===== src/rtl/k_and_s_pkg.sv =====
// Shared K&S types: decoded instruction, control FSM states and ALU op codes.
package k_and_s_pkg;

   typedef enum logic [4:0] {
      I_NOP    = 5'd0,
      I_LOAD   = 5'd1,
      I_STORE  = 5'd2,
      I_MOVE   = 5'd3,
      I_ADD    = 5'd4,
      I_SUB    = 5'd5,
      I_AND    = 5'd6,
      I_OR     = 5'd7,
      I_BRANCH = 5'd8,
      I_BZERO  = 5'd9,
      I_BNZERO = 5'd10,
      I_BNEG   = 5'd11,
      I_BNNEG  = 5'd12,
      I_BOV    = 5'd13,
      I_BNOV   = 5'd14,
      I_HALT   = 5'd15
   } decoded_instruction_type;

   typedef enum logic [2:0] {
      StFetch,
      StFetchIr,
      StDecode,
      StLoadAddr,
      StLoadWb,
      StStore,
      StExec,
      StHalt
   } ctrl_state_t;

   localparam logic [1:0] OP_OR  = 2'b00;
   localparam logic [1:0] OP_ADD = 2'b01;
   localparam logic [1:0] OP_SUB = 2'b10;
   localparam logic [1:0] OP_AND = 2'b11;

   // Condition of a branch-group instruction; 0 for anything outside the group.
   function automatic logic branch_cond(decoded_instruction_type instr, logic zero,
                                        logic neg, logic sov);
      logic taken;
      taken = 1'b0;
      case (instr)
         I_BRANCH: taken = 1'b1;
         I_BZERO:  taken = zero;
         I_BNZERO: taken = !zero;
         I_BNEG:   taken = neg;
         I_BNNEG:  taken = !neg;
         I_BOV:    taken = sov;
         I_BNOV:   taken = !sov;
         default:  taken = 1'b0;
      endcase
      return taken;
   endfunction

endpackage


===== src/rtl/control_unit.sv =====
// K&S processor control FSM: fetch/decode/execute strobes for the datapath.
// Optional CONTROL_UNIT_PERF_EN adds cycle_count/instr_count performance counters.
module control_unit
   import k_and_s_pkg::*;
#(
   parameter int unsigned PERF_CNT_W = 16
) (
   input  logic                    clk,
   input  logic                    rst,
   input  decoded_instruction_type decoded_instruction,
   input  logic                    zero_op,
   input  logic                    neg_op,
   input  logic                    unsigned_overflow,
   input  logic                    signed_overflow,
   output logic                    branch,
   output logic                    pc_enable,
   output logic                    ir_enable,
   output logic                    addr_sel,
   output logic                    c_sel,
   output logic [1:0]              operation,
   output logic                    write_reg_enable,
   output logic                    flags_reg_enable,
   output logic                    ram_write_enable,
`ifdef CONTROL_UNIT_PERF_EN
   output logic [PERF_CNT_W-1:0]   cycle_count,
   output logic [PERF_CNT_W-1:0]   instr_count,
`endif
   output logic                    halt
);

   ctrl_state_t state_q, state_d;

   // No branch condition tests unsigned overflow.
   logic unused_flag;
   assign unused_flag = unsigned_overflow;

   always_ff @(posedge clk) begin
      if (rst) begin
         state_q <= StFetch;
      end else begin
         state_q <= state_d;
      end
   end

   always_comb begin
      state_d          = state_q;
      branch           = 1'b0;
      pc_enable        = 1'b0;
      ir_enable        = 1'b0;
      addr_sel         = 1'b0;
      c_sel            = 1'b0;
      operation        = OP_OR;
      write_reg_enable = 1'b0;
      flags_reg_enable = 1'b0;
      ram_write_enable = 1'b0;
      halt             = 1'b0;
      // Outputs are gated by rst so a reset mid-instruction emits no strobes.
      if (!rst) begin
         unique case (state_q)
            StFetch: begin
               addr_sel = 1'b1;
               state_d  = StFetchIr;
            end
            StFetchIr: begin
               addr_sel  = 1'b1;
               ir_enable = 1'b1;
               state_d   = StDecode;
            end
            StDecode: begin
               if (decoded_instruction == I_HALT) begin
                  state_d = StHalt;
               end else begin
                  pc_enable = 1'b1;
                  branch    = branch_cond(decoded_instruction, zero_op, neg_op,
                                          signed_overflow);
                  case (decoded_instruction)
                     I_LOAD:                             state_d = StLoadAddr;
                     I_STORE:                            state_d = StStore;
                     I_ADD, I_SUB, I_AND, I_OR, I_MOVE:  state_d = StExec;
                     default:                            state_d = StFetch;
                  endcase
               end
            end
            StLoadAddr: begin
               state_d = StLoadWb;
            end
            StLoadWb: begin
               write_reg_enable = 1'b1;
               state_d          = StFetch;
            end
            StStore: begin
               ram_write_enable = 1'b1;
               state_d          = StFetch;
            end
            StExec: begin
               c_sel            = 1'b1;
               write_reg_enable = 1'b1;
               flags_reg_enable = 1'b1;
               case (decoded_instruction)
                  I_ADD:   operation = OP_ADD;
                  I_SUB:   operation = OP_SUB;
                  I_AND:   operation = OP_AND;
                  I_OR:    operation = OP_OR;
                  default: begin
                     // MOVE passes A through as A|A and leaves the flags alone.
                     operation        = OP_OR;
                     flags_reg_enable = 1'b0;
                  end
               endcase
               state_d = StFetch;
            end
            StHalt: begin
               halt = 1'b1;
            end
         endcase
      end
   end

`ifdef CONTROL_UNIT_PERF_EN
   logic [PERF_CNT_W-1:0] cycle_q, instr_q;

   always_ff @(posedge clk) begin
      if (rst) begin
         cycle_q <= '0;
         instr_q <= '0;
      end else begin
         if (state_q != StHalt) begin
            cycle_q <= cycle_q + PERF_CNT_W'(1);
         end
         if (state_q == StDecode && decoded_instruction != I_HALT) begin
            instr_q <= instr_q + PERF_CNT_W'(1);
         end
      end
   end

   assign cycle_count = cycle_q;
   assign instr_count = instr_q;
`else
   logic [PERF_CNT_W-1:0] unused_perf;
   assign unused_perf = '0;
`endif

endmodule


===== config.mk =====
export PLATFORM = sky130hd
export DESIGN_NAME = control_unit
export DESIGN_NICKNAME = d
export VERILOG_FILES = /design/src/rtl/k_and_s_pkg.sv /design/src/rtl/control_unit.sv
export SDC_FILE = /design/constraint.sdc
export NUM_CORES = 1
export LEC_CHECK = 0
export BUFFER_PORTS_ARGS = -buffer_cell sky130_fd_sc_hd__buf_2
export CAP_MARGIN = 20
export CORE_AREA = 2 2 39 41
export DETAILED_ROUTE_END_ITERATION = 16
export DIE_AREA = 0 0 41 43
export SLEW_MARGIN = 10
export SYNTH_ARGS = -nofsm -noshare
export SYNTH_HDL_FRONTEND = slang
export SYNTH_SLANG_ARGS = --single-unit

===== constraint.sdc =====
create_clock -name clk -period 1.3 [get_ports clk]
set_clock_uncertainty 0.15 [all_clocks]
set_input_delay 0.065 -clock clk [delete_from_list [all_inputs] [get_ports clk]]
set_output_delay 0.065 -clock clk [all_outputs]
set_load 0.02 [all_outputs]

==> results of run 1 <==
[report_power, final]
part           switching (µW)  total, µW  internal, µW
combinational             141        301           160
sequential               7.40        113           106
clock                    57.2        173           116
[layout make-up]
| class | count | area, µm² | area share |
|---|---|---|---|
| inverter | 3 | 11.3 | 0.0135 |
| clock buffer | 4 | 26.3 | 0.0315 |
| timing repair buffer | 37 | 293 | 0.351 |
| multi-input combinational | 41 | 419 | 0.503 |
| sequential | 3 | 63.8 | 0.0766 |
| tap | 16 | 20.0 | 0.0240 |
[critical path, stage by stage (launching register included)]
cell       delay (ns)
dfxtp_2          0.31
nand4bb_1        0.20
or3_4            0.39
nor2_4           0.10
buf_6            0.12
[per-stage QoR]
stage	area (µm²)	utilization	setup WS (ns)	total power (µW)	hold slack [ns]
after global routing	833	0.602	-0.314	619	0.122
after CTS	793	0.573	-0.257	559	0.0633
after global placement	603	0.436	-0.0697	308	0.330
final	833	0.602	-0.269	587	0.0939
after detailed placement	603	0.436	-0.0801	310	0.322
after floorplan	442	-	-0.102	237	0.0131
[timing repair]
action	in CTS	in global routing
setup buffers	7	1
setup endpoints to repair	10	13
hold buffers	0	0
pin swaps	11	4
resized for setup	29	10
[path summary, 6_finish.rpt]
kind	start	endpoint	slack [ns]	cells past startpoint
setup / recovery	state_q[0]	operation[0]	-0.27	4
hold / removal	decoded_instruction[3]	state_q[2]	0.09	3
setup reg to reg	state_q[0]	state_q[1]	-0.12	5
hold reg to reg	state_q[2]	state_q[2]	0.52	3
[logic make-up (layout without fill, tap and decap cells)]
group / Yosys count / after routing
buf+inv: 8 / 44
flops: 3 / 3
compound gates: 12 / 12
mux: 2 / 2
simple gates: 26 / 26
xor+xnor: 1 / 1
[metal layers]
metal	track usage	wire length [µm]
met5	0	0
met4	0.0733	0
met3	0.0576	49
met2	0.291	711
met1	0.214	632
[placed cells by master (no fill, tap or decap), types with 2 or more instances in the layout]
cell type	Yosys	routed
buf_2	5	9
dfxtp_2	0	3
a211o_1	3	3
clkbuf_4	0	3
nor2_4	0	3
nand2_1	3	2
nand3_1	3	2
inv_2	0	2
buf_6	0	10
buf_4	0	18
or4b_1	2	2
==> reports/qor.txt, run 1 <==
run status -> finished, violations left
failing checks -> setup timing
Hold Path Class -> in2reg
Antenna diodes -> 0
Setup crit end kind -> output port
Synth top area share -> 0.157
Yosys top cell by area -> dfxtp_1
post-layout min period -> 1.57 ns
Max Fclk -> 637 MHz
MaxCap Viol Count -> 0
max reg flops -> 3
TNS Setup -> -1.82 ns
clk_lat worst skew -> 0.24 ns
detailed placement HPWL -> 858 µm
max-slew violations -> 0
Worst-path clk slew -> 0.04 ns
Leakage -> 0.000367 µW
Post-Place Cells -> 93
initial DRC count -> 15
CP Data Arrival Time -> 1.35 ns
top post-synthesis cells by count -> buf_2, nor2_1
Net Count, Synth -> 63
number of global-route vias before repair -> 539
GR Overflow Total -> 0
Startpoint Class -> flop
DR vias -> 544
Tcrit/Tclk final -> 1.21
Finish-stage setup viols -> 11
final setup margin -> -0.269 ns
post-synthesis register bit count -> 3
xor/xnor cell area share of the yosys netlist -> 0.0230
vias per inst -> 5.23
clock sink total -> 3
area grow syn2layout -> 118%
Fin. Hold Viols -> 0
DRC viols -> 0
Row Count -> 14
Worst Path Max Fanout -> 3
Slew Limit Headroom -> 0.830
Req. time, crit path -> 1.09 ns
Antenna Nets Post-Route -> 0
asr flop ratio synth -> 0
Synth Area in Adders -> 0
WL per Instance -> 13.4 µm
Top Registers -> state_q (3)
post-synthesis compound-gate area fraction -> 0.256
WS Path Type -> reg2out
main flop type after synthesis -> dfxtp_1
number of synthesized flops with an enable pin -> 0
RSZ-0062 raised after global routing -> yes
Yosys cell types -> 29
fillcell total -> 120
GRT Util Overall -> 0.182
H-tree level count -> 1
gpl congestion -> 0.785
Initial Utilization -> 0.276
CTS tree -> done
Die W -> 41 µm
core area -> 1380 µm²
Routed WL -> 1390 µm
largest net degree at the start of global routing -> 10
pin slew with the least headroom to its limit -> 0.253 ns
port buffer count -> 20
Top reg by flops -> state_q
first-pass GRT wire length -> 2200 µm
Ys Warns -> 0
share of layout cells above drive strength 1 -> 0.716
Max Buffers Root-to-Sink -> 2
Root Driver -> clkbuf_4
initial antenna violation count -> 0
IO Pins -> 22
full die area -> 1760 µm²
mux cell area share after synthesis -> 0.0557
Synth Area per Inst -> 7.34 µm²
Seq/Total Area, Yosys -> 0.157
router iterations before antenna repair -> 4
synthesized area -> 382 µm²
leading post-synthesis cells by cell area -> dfxtp_1, a211o_1, buf_2
Post-Synth Simple-Gate Area -> 0.413
CTS buffer count -> 3
PD cells -> 705 nW/µm²
Nets -> 100
peak supply drop -> 0.000277 V
main combinational cell family by area after synthesis -> simple AND/OR/NAND/NOR gates
Synth Instances -> 52
fin cells -> 104
Die Span Y -> 43 µm
No activity file was read; power rests on OpenSTA's default activity.
==> inputs of run 2 (changes only) <==
==> constraint.sdc (replaced) <==
create_clock -name clk -period 1.3 [get_ports clk]
set_clock_uncertainty 0.15 [all_clocks]
set_input_delay 0.325 -clock clk [delete_from_list [all_inputs] [get_ports clk]]
set_output_delay 0.325 -clock clk [all_outputs]
set_load 0.02 [all_outputs]
==> run 2 against run 1 <==
  * The flow still finishes with violations (setup timing)
  * Routed wire length up 25%
  * Flip-flop and latch count unchanged
  * Via count up 7.5%
  * Combinational power up 9.0%
  * Critical path depth unchanged
  * Final cell count is 4.8% higher
  * Clock power down 4%
  * Sequential power increased by 4%
  * Clock-buffer cell count unchanged
  * First-iteration DRC count shrank 27%
  * Worst hold slack better by 0.27 ns
  * Critical path type unchanged
  * Highest routed layer unchanged
==> reports/qor.txt, run 2 (synthesis results as in run 1) <==
largest net degree at the start of global routing -> 9 (was 10)
core area -> 1380 µm² (unchanged)
router iterations before antenna repair -> 4 (unchanged)
number of global-route vias before repair -> 559 (was 539)
Leakage -> 0.000425 µW (was 0.000367 µW)
clock sink total -> 3 (unchanged)
DRC viols -> 0 (unchanged)
peak supply drop -> 0.000681 V (was 0.000277 V)
CTS buffer count -> 3 (unchanged)
Hold Path Class -> in2reg (unchanged)
Int Pwr -> 396 µW (was 382 µW)
MaxCap Viol Count -> 0 (unchanged)
Nets -> 105 (was 100)
most frequent cells in the layout -> buf_4, buf_6, buf_2 (unchanged)
Die W -> 41 µm (unchanged)
final core occ -> 0.690 (was 0.602)
GR Overflow Total -> 0 (unchanged)
CTS tree -> done (unchanged)
Tcrit/Tclk final -> 1.40 (was 1.21)
Initial Utilization -> 0.276 (unchanged)
RSZ-0062 raised after global routing -> yes (unchanged)
Slew Limit Headroom -> 0.821 (was 0.830)
Post-CTS Hold Buffers -> 0 (unchanged)
Routed WL -> 1750 µm (was 1390 µm)
Psw -> 216 µW (was 206 µW)
run status -> finished, violations left (unchanged)
Flop pwr share -> 0.193 (was 0.192)
post-layout min period -> 1.81 ns (was 1.57 ns)
H-tree level count -> 1 (unchanged)
vias per inst -> 5.37 (was 5.23)
clk_lat worst skew -> 0.24 ns (about the same)
Top Registers -> state_q (3) (unchanged)
first-pass GRT wire length -> 2560 µm (was 2200 µm)
Max Fclk -> 551 MHz (was 637 MHz)
Startpoint Class -> flop (unchanged)
failing checks -> setup timing (unchanged)
Die Span Y -> 43 µm (unchanged)
Hold Slack -> 0.360 ns (was 0.0939 ns)
share of layout cells above drive strength 1 -> 0.763 (was 0.716)
Clk pwr share -> 0.272 (was 0.294)
Root Driver -> clkbuf_4 (unchanged)
pin slew with the least headroom to its limit -> 0.266 ns (was 0.253 ns)
GRT Util Overall -> 0.215 (was 0.182)
IO Pins -> 22 (unchanged)
Worst Path Max Fanout -> 3 (unchanged)
WL per Instance -> 16.0 µm (was 13.4 µm)
Antenna diodes -> 0 (unchanged)
Top reg by flops -> state_q (unchanged)
full die area -> 1760 µm² (unchanged)
initial antenna violation count -> 0 (unchanged)
Max Buffers Root-to-Sink -> 2 (unchanged)
PD cells -> 641 nW/µm² (was 705 nW/µm²)
Design Area, Final -> 955 µm² (was 833 µm²)
port buffer count -> 20 (unchanged)
Req. time, crit path -> 0.82 ns (was 1.09 ns)
CP Data Arrival Time -> 1.34 ns (was 1.35 ns)
max-slew violations -> 0 (unchanged)
Logic pwr share -> 0.536 (was 0.513)
Finish-stage setup viols -> 13 (was 11)
pre-CTS worst setup slack -> -0.547 ns (was -0.0801 ns)
Worst-path clk slew -> 0.04 ns (about the same)
most common cell after layout, fill and taps aside -> buf_4 (unchanged)
placed cell area -> 664 µm² (was 603 µm²)
Row Count -> 14 (unchanged)
Setup crit end kind -> output port (unchanged)
final setup margin -> -0.514 ns (was -0.269 ns)
Fin. Hold Viols -> 0 (unchanged)
initial DRC count -> 11 (was 15)
Tot Pwr -> 612 µW (was 587 µW)
gpl congestion -> 0.741 (was 0.785)
area grow syn2layout -> 150% (was 118%)
detailed placement HPWL -> 1020 µm (was 858 µm)
Antenna Nets Post-Route -> 0 (unchanged)
DR vias -> 585 (was 544)
max reg flops -> 3 (unchanged)
Sw Ratio -> 0.353 (was 0.350)
WS Path Type -> reg2out (unchanged)
-- run 2: final timing paths --
path                                              from      endpoint  slack (ns)  depth (start not counted)
worst min register to register              state_q[0]    state_q[2]        0.56                          3
worst max register to register              state_q[0]    state_q[1]       -0.11                          5
worst max-delay path                        state_q[0]  operation[1]       -0.51                          4
worst min-delay path            decoded_instruction[4]    state_q[2]        0.36                          4
-- run 2: timing repair --
item	in CTS	in global routing
endpoints found under the setup margin	13	13
buffers inserted	4	3
gates resized for setup	42	13
endpoints found under the hold margin	0	0
pin swaps	10	5
-- run 2: power by group through the flow --
stage	logic [µW]	registers (µW)	clock network [µW]
after global routing	344	119	178
after floorplan	138	112	0
after global placement	209	114	0
after CTS	282	117	172
after detailed placement	211	114	0
final	328	118	166
-- run 2: per-stage QoR --
step	TNS, ns	cells
finish	-4.50	109
global route	-5.09	109
CTS	-4.28	106
detailed placement	-3.99	99
global placement	-3.66	99
floorplan	-2.36	52
-- run 2: worst max-delay path, stage by stage, from the launching register on --
cell       delay, ns
dfxtp_2         0.32
nand4bb_4       0.19
or3_4           0.38
nor2_4          0.10
buf_6           0.12
-- run 2: cell type report --
type	instances	area [µm²]
inverters	3	11.3
flip-flops and latches	3	68.8
fillers	108	429
well taps	16	20.0
clock buffers	4	26.3
repair buffers	42	359
multi-input cells	41	469
-- run 2: metal layers --
layer,vias to the layer above,share of wire,GRT usage
met4,0,0,0.0467
met2,12,0.56,0.344
li1,278,-,-
met5,-,0,0
met1,295,0.41,0.263
met3,0,0.025,0.0785
==> inputs of run 3 (changes only) <==
ABC_AREA = 1   (was default)
==> run 3 against run 2 <==
  * The flow still finishes with violations (setup timing)
  * Highest routed layer unchanged
  * Final cell count increased by 20%
  * Non-clock buffer count decreased by 5
  * Utilization decreased by 9.3 points
  * Critical path type unchanged
  * Largest power group unchanged
  * Flip-flop and latch count unchanged
==> reports/qor.txt, run 3 <==
Tcrit/Tclk final -> 1.35 (was 1.40)
failing checks -> setup timing (unchanged)
share of layout cells above drive strength 1 -> 0.583 (was 0.763)
reg-to-reg endpoint -> state_q[0] (was state_q[1])
Root Driver -> clkbuf_4 (unchanged)
gpl congestion -> 0.786 (was 0.741)
Sw Ratio -> 0.355 (was 0.353)
DR vias -> 584 (was 585)
clk_lat worst skew -> 0.23 ns (was 0.24 ns)
vias per inst -> 4.46 (was 5.37)
Max Buffers Root-to-Sink -> 2 (unchanged)
Nets -> 127 (was 105)
leading post-synthesis cells by cell area -> nor2_1, nand2_1, dfxtp_1 (was dfxtp_1, a211o_1, buf_2)
WS Path Type -> reg2out (unchanged)
core area -> 1380 µm² (unchanged)
initial antenna violation count -> 0 (unchanged)
Synth Area per Inst -> 5.17 µm² (was 7.34 µm²)
Worst Path Buf+Inv -> 2 (was 1)
main flop type after synthesis -> dfxtp_1 (unchanged)
pre-CTS worst setup slack -> -0.322 ns (was -0.547 ns)
Hold Path Class -> in2reg (unchanged)
placed cell area -> 653 µm² (was 664 µm²)
CTS tree -> done (unchanged)
Ys Warns -> 0 (unchanged)
port buffer count -> 20 (unchanged)
peak supply drop -> 0.000225 V (was 0.000681 V)
Seq/Total Area, Yosys -> 0.157 (about the same)
Initial Utilization -> 0.277 (was 0.276)
slowest CP cell -> dfxtp_2 (was or3_4)
Die W -> 41 µm (unchanged)
IO Pins -> 22 (unchanged)
Post-CTS Hold Buffers -> 0 (unchanged)
RSZ-0062 raised after global routing -> yes (unchanged)
cells on worst reg2reg path -> 7 (was 5)
Post-Place Cells -> 126 (was 99)
Routed WL -> 1140 µm (was 1750 µm)
hold_sp -> rst (was decoded_instruction[4])
Synth Instances -> 74 (was 52)
pin slew with the least headroom to its limit -> 0.253 ns (was 0.266 ns)
clock sink total -> 3 (unchanged)
fin cells -> 131 (was 109)
Req. time, crit path -> 0.82 ns (about the same)
CP Data Arrival Time -> 1.28 ns (was 1.34 ns)
Yosys cell types -> 16 (was 29)
Flop pwr share -> 0.218 (was 0.193)
synthesized area -> 383 µm² (was 382 µm²)
Yosys top cell by area -> nor2_1 (was dfxtp_1)
Slew Limit Headroom -> 0.830 (was 0.821)
Die Span Y -> 43 µm (unchanged)
Max Fclk -> 569 MHz (was 551 MHz)
DRC viols -> 0 (unchanged)
asr flop ratio synth -> 0 (unchanged)
Psw -> 177 µW (was 216 µW)
hold depth -> 4 (unchanged)
CTS buffer count -> 3 (unchanged)
Clk pwr share -> 0.331 (was 0.272)
reg-to-reg slack, setup -> 0.10 ns (was -0.11 ns)
Critical R2R Launch -> state_q[2] (was state_q[0])
Leakage -> 0.000463 µW (was 0.000425 µW)
Row Count -> 14 (unchanged)
Fin. Hold Viols -> 0 (unchanged)
H-tree level count -> 1 (unchanged)
Int Pwr -> 322 µW (was 396 µW)
max-slew violations -> 0 (unchanged)
Top reg by flops -> state_q (unchanged)
GRT Util Overall -> 0.155 (was 0.215)
max reg flops -> 3 (unchanged)
Synth top area share -> 0.186 (was 0.157)
Antenna diodes -> 0 (unchanged)
initial DRC count -> 5 (was 11)
MaxCap Viol Count -> 0 (unchanged)
full die area -> 1760 µm² (unchanged)
most common cell after layout, fill and taps aside -> buf_4 (unchanged)
router iterations before antenna repair -> 3 (was 4)
final core occ -> 0.597 (was 0.690)
Design Area, Final -> 826 µm² (was 955 µm²)
detailed placement HPWL -> 920 µm (was 1020 µm)
most frequent cells in the layout -> buf_4, buf_6, nand2_1, nor2_1, buf_2 (was buf_4, buf_6, buf_2)
Startpoint Class -> flop (unchanged)
first-pass GRT wire length -> 1900 µm (was 2560 µm)
Setup crit end kind -> output port (unchanged)
area grow syn2layout -> 116% (was 150%)
Worst-path clk slew -> 0.04 ns (about the same)
Top Registers -> state_q (3) (unchanged)
largest net degree at the start of global routing -> 7 (was 9)
PD cells -> 604 nW/µm² (was 641 nW/µm²)
post-layout min period -> 1.76 ns (was 1.81 ns)
Logic pwr share -> 0.451 (was 0.536)
most numerous cell in the Yosys netlist -> nor2_1
largest stage delay on the critical path -> 0.33 ns (was 0.38 ns)
Finish-stage setup viols -> 11 (was 13)
Net Count, Synth -> 85 (was 63)
crit-path cells -> inv_2, or2_4, nor2_8, nand2_4, nor3_4, buf_6 (was nand4bb_4, or3_4, nor2_4, buf_6)
top post-synthesis cells by count -> nor2_1, nand2_1, inv_1 (was buf_2, nor2_1)
run status -> finished, violations left (unchanged)
post-synthesis register bit count -> 3 (unchanged)
number of global-route vias before repair -> 500 (was 559)
number of synthesized flops with an enable pin -> 0 (unchanged)
Worst Path Max Fanout -> 3 (unchanged)
Antenna Nets Post-Route -> 0 (unchanged)
WHS Endpoint -> state_q[2] (unchanged)
Worst Setup SP -> state_q[1] (was state_q[0])
WL per Instance -> 8.72 µm (was 16.0 µm)
final setup margin -> -0.456 ns (was -0.514 ns)
Top delay family on crit path -> simple AND/OR/NAND/NOR gates (unchanged)
GR Overflow Total -> 0 (unchanged)
==> run 3: final cells by class <==
type	count	area (µm²)
multi-input combinational	58	360
fill	133	558
timing repair buffer	37	302
tap	16	20.0
sequential	3	66.3
clock buffer	4	26.3
inverter	13	51.3
==> run 3: routing by layer <==
layer  wire length (µm)  global-route usage  up-vias
met1                444               0.177      253
met4                  0              0.0600        0
met5                  0                   0        -
met2                648               0.263       18
met3                 48              0.0314        0
li1                   -                   -      313
==> run 3: through the flow <==
stage               TNS (ns)  total power (µW)  hold slack (ns)
floorplan             -0.884               197            0.338
finish                 -3.38               499            0.244
CTS                    -3.28               490            0.245
global route           -3.90               529            0.263
detailed placement     -2.54               285            0.437
global placement       -2.49               282            0.417
==> run 3: worst max-delay path by stage <==
| stage | slack (ns) | to | depth (start not counted) |
|---|---|---|---|
| after floorplan | -0.25 | operation[1] | 5 |
| after CTS | -0.46 | operation[1] | 6 |
| after global routing | -0.53 | operation[1] | 6 |
| final | -0.46 | operation[1] | 6 |
| after global placement | -0.31 | branch | 9 |
| after detailed placement | -0.32 | branch | 9 |
==> run 3: cells by family after synthesis <==
group	count (synthesis)	share of synthesized area
buf+inv	13	0.127
simple gates	51	0.624
flops	3	0.157
compound gates	7	0.0915
==> run 3: power by group through the flow <==
stage | sequential (µW) | clock (µW) | combinational (µW)
floorplan | 113 | 0 | 83.8
global placement | 108 | 0 | 175
detailed placement | 108 | 0 | 177
CTS | 108 | 168 | 214
global route | 110 | 174 | 245
finish | 109 | 165 | 225
==> run 3: timing repair <==
action / 4_1_cts / 5_1_grt
pin swaps: 3 / 3
buffers inserted: 0 / 1
resized for setup: 37 / 5
setup endpoints to repair: 11 / 11
==> run 3: worst register-to-register path, stage by stage (launching register included) <==
cell and delay, ns:
dfxtp_4 0.36, nor2_4 0.14, buf_6 0.11, inv_4 0.04
buf_4 0.13, nor2_1 0.09, o21ai_1 0.07, nand2_1 0.06
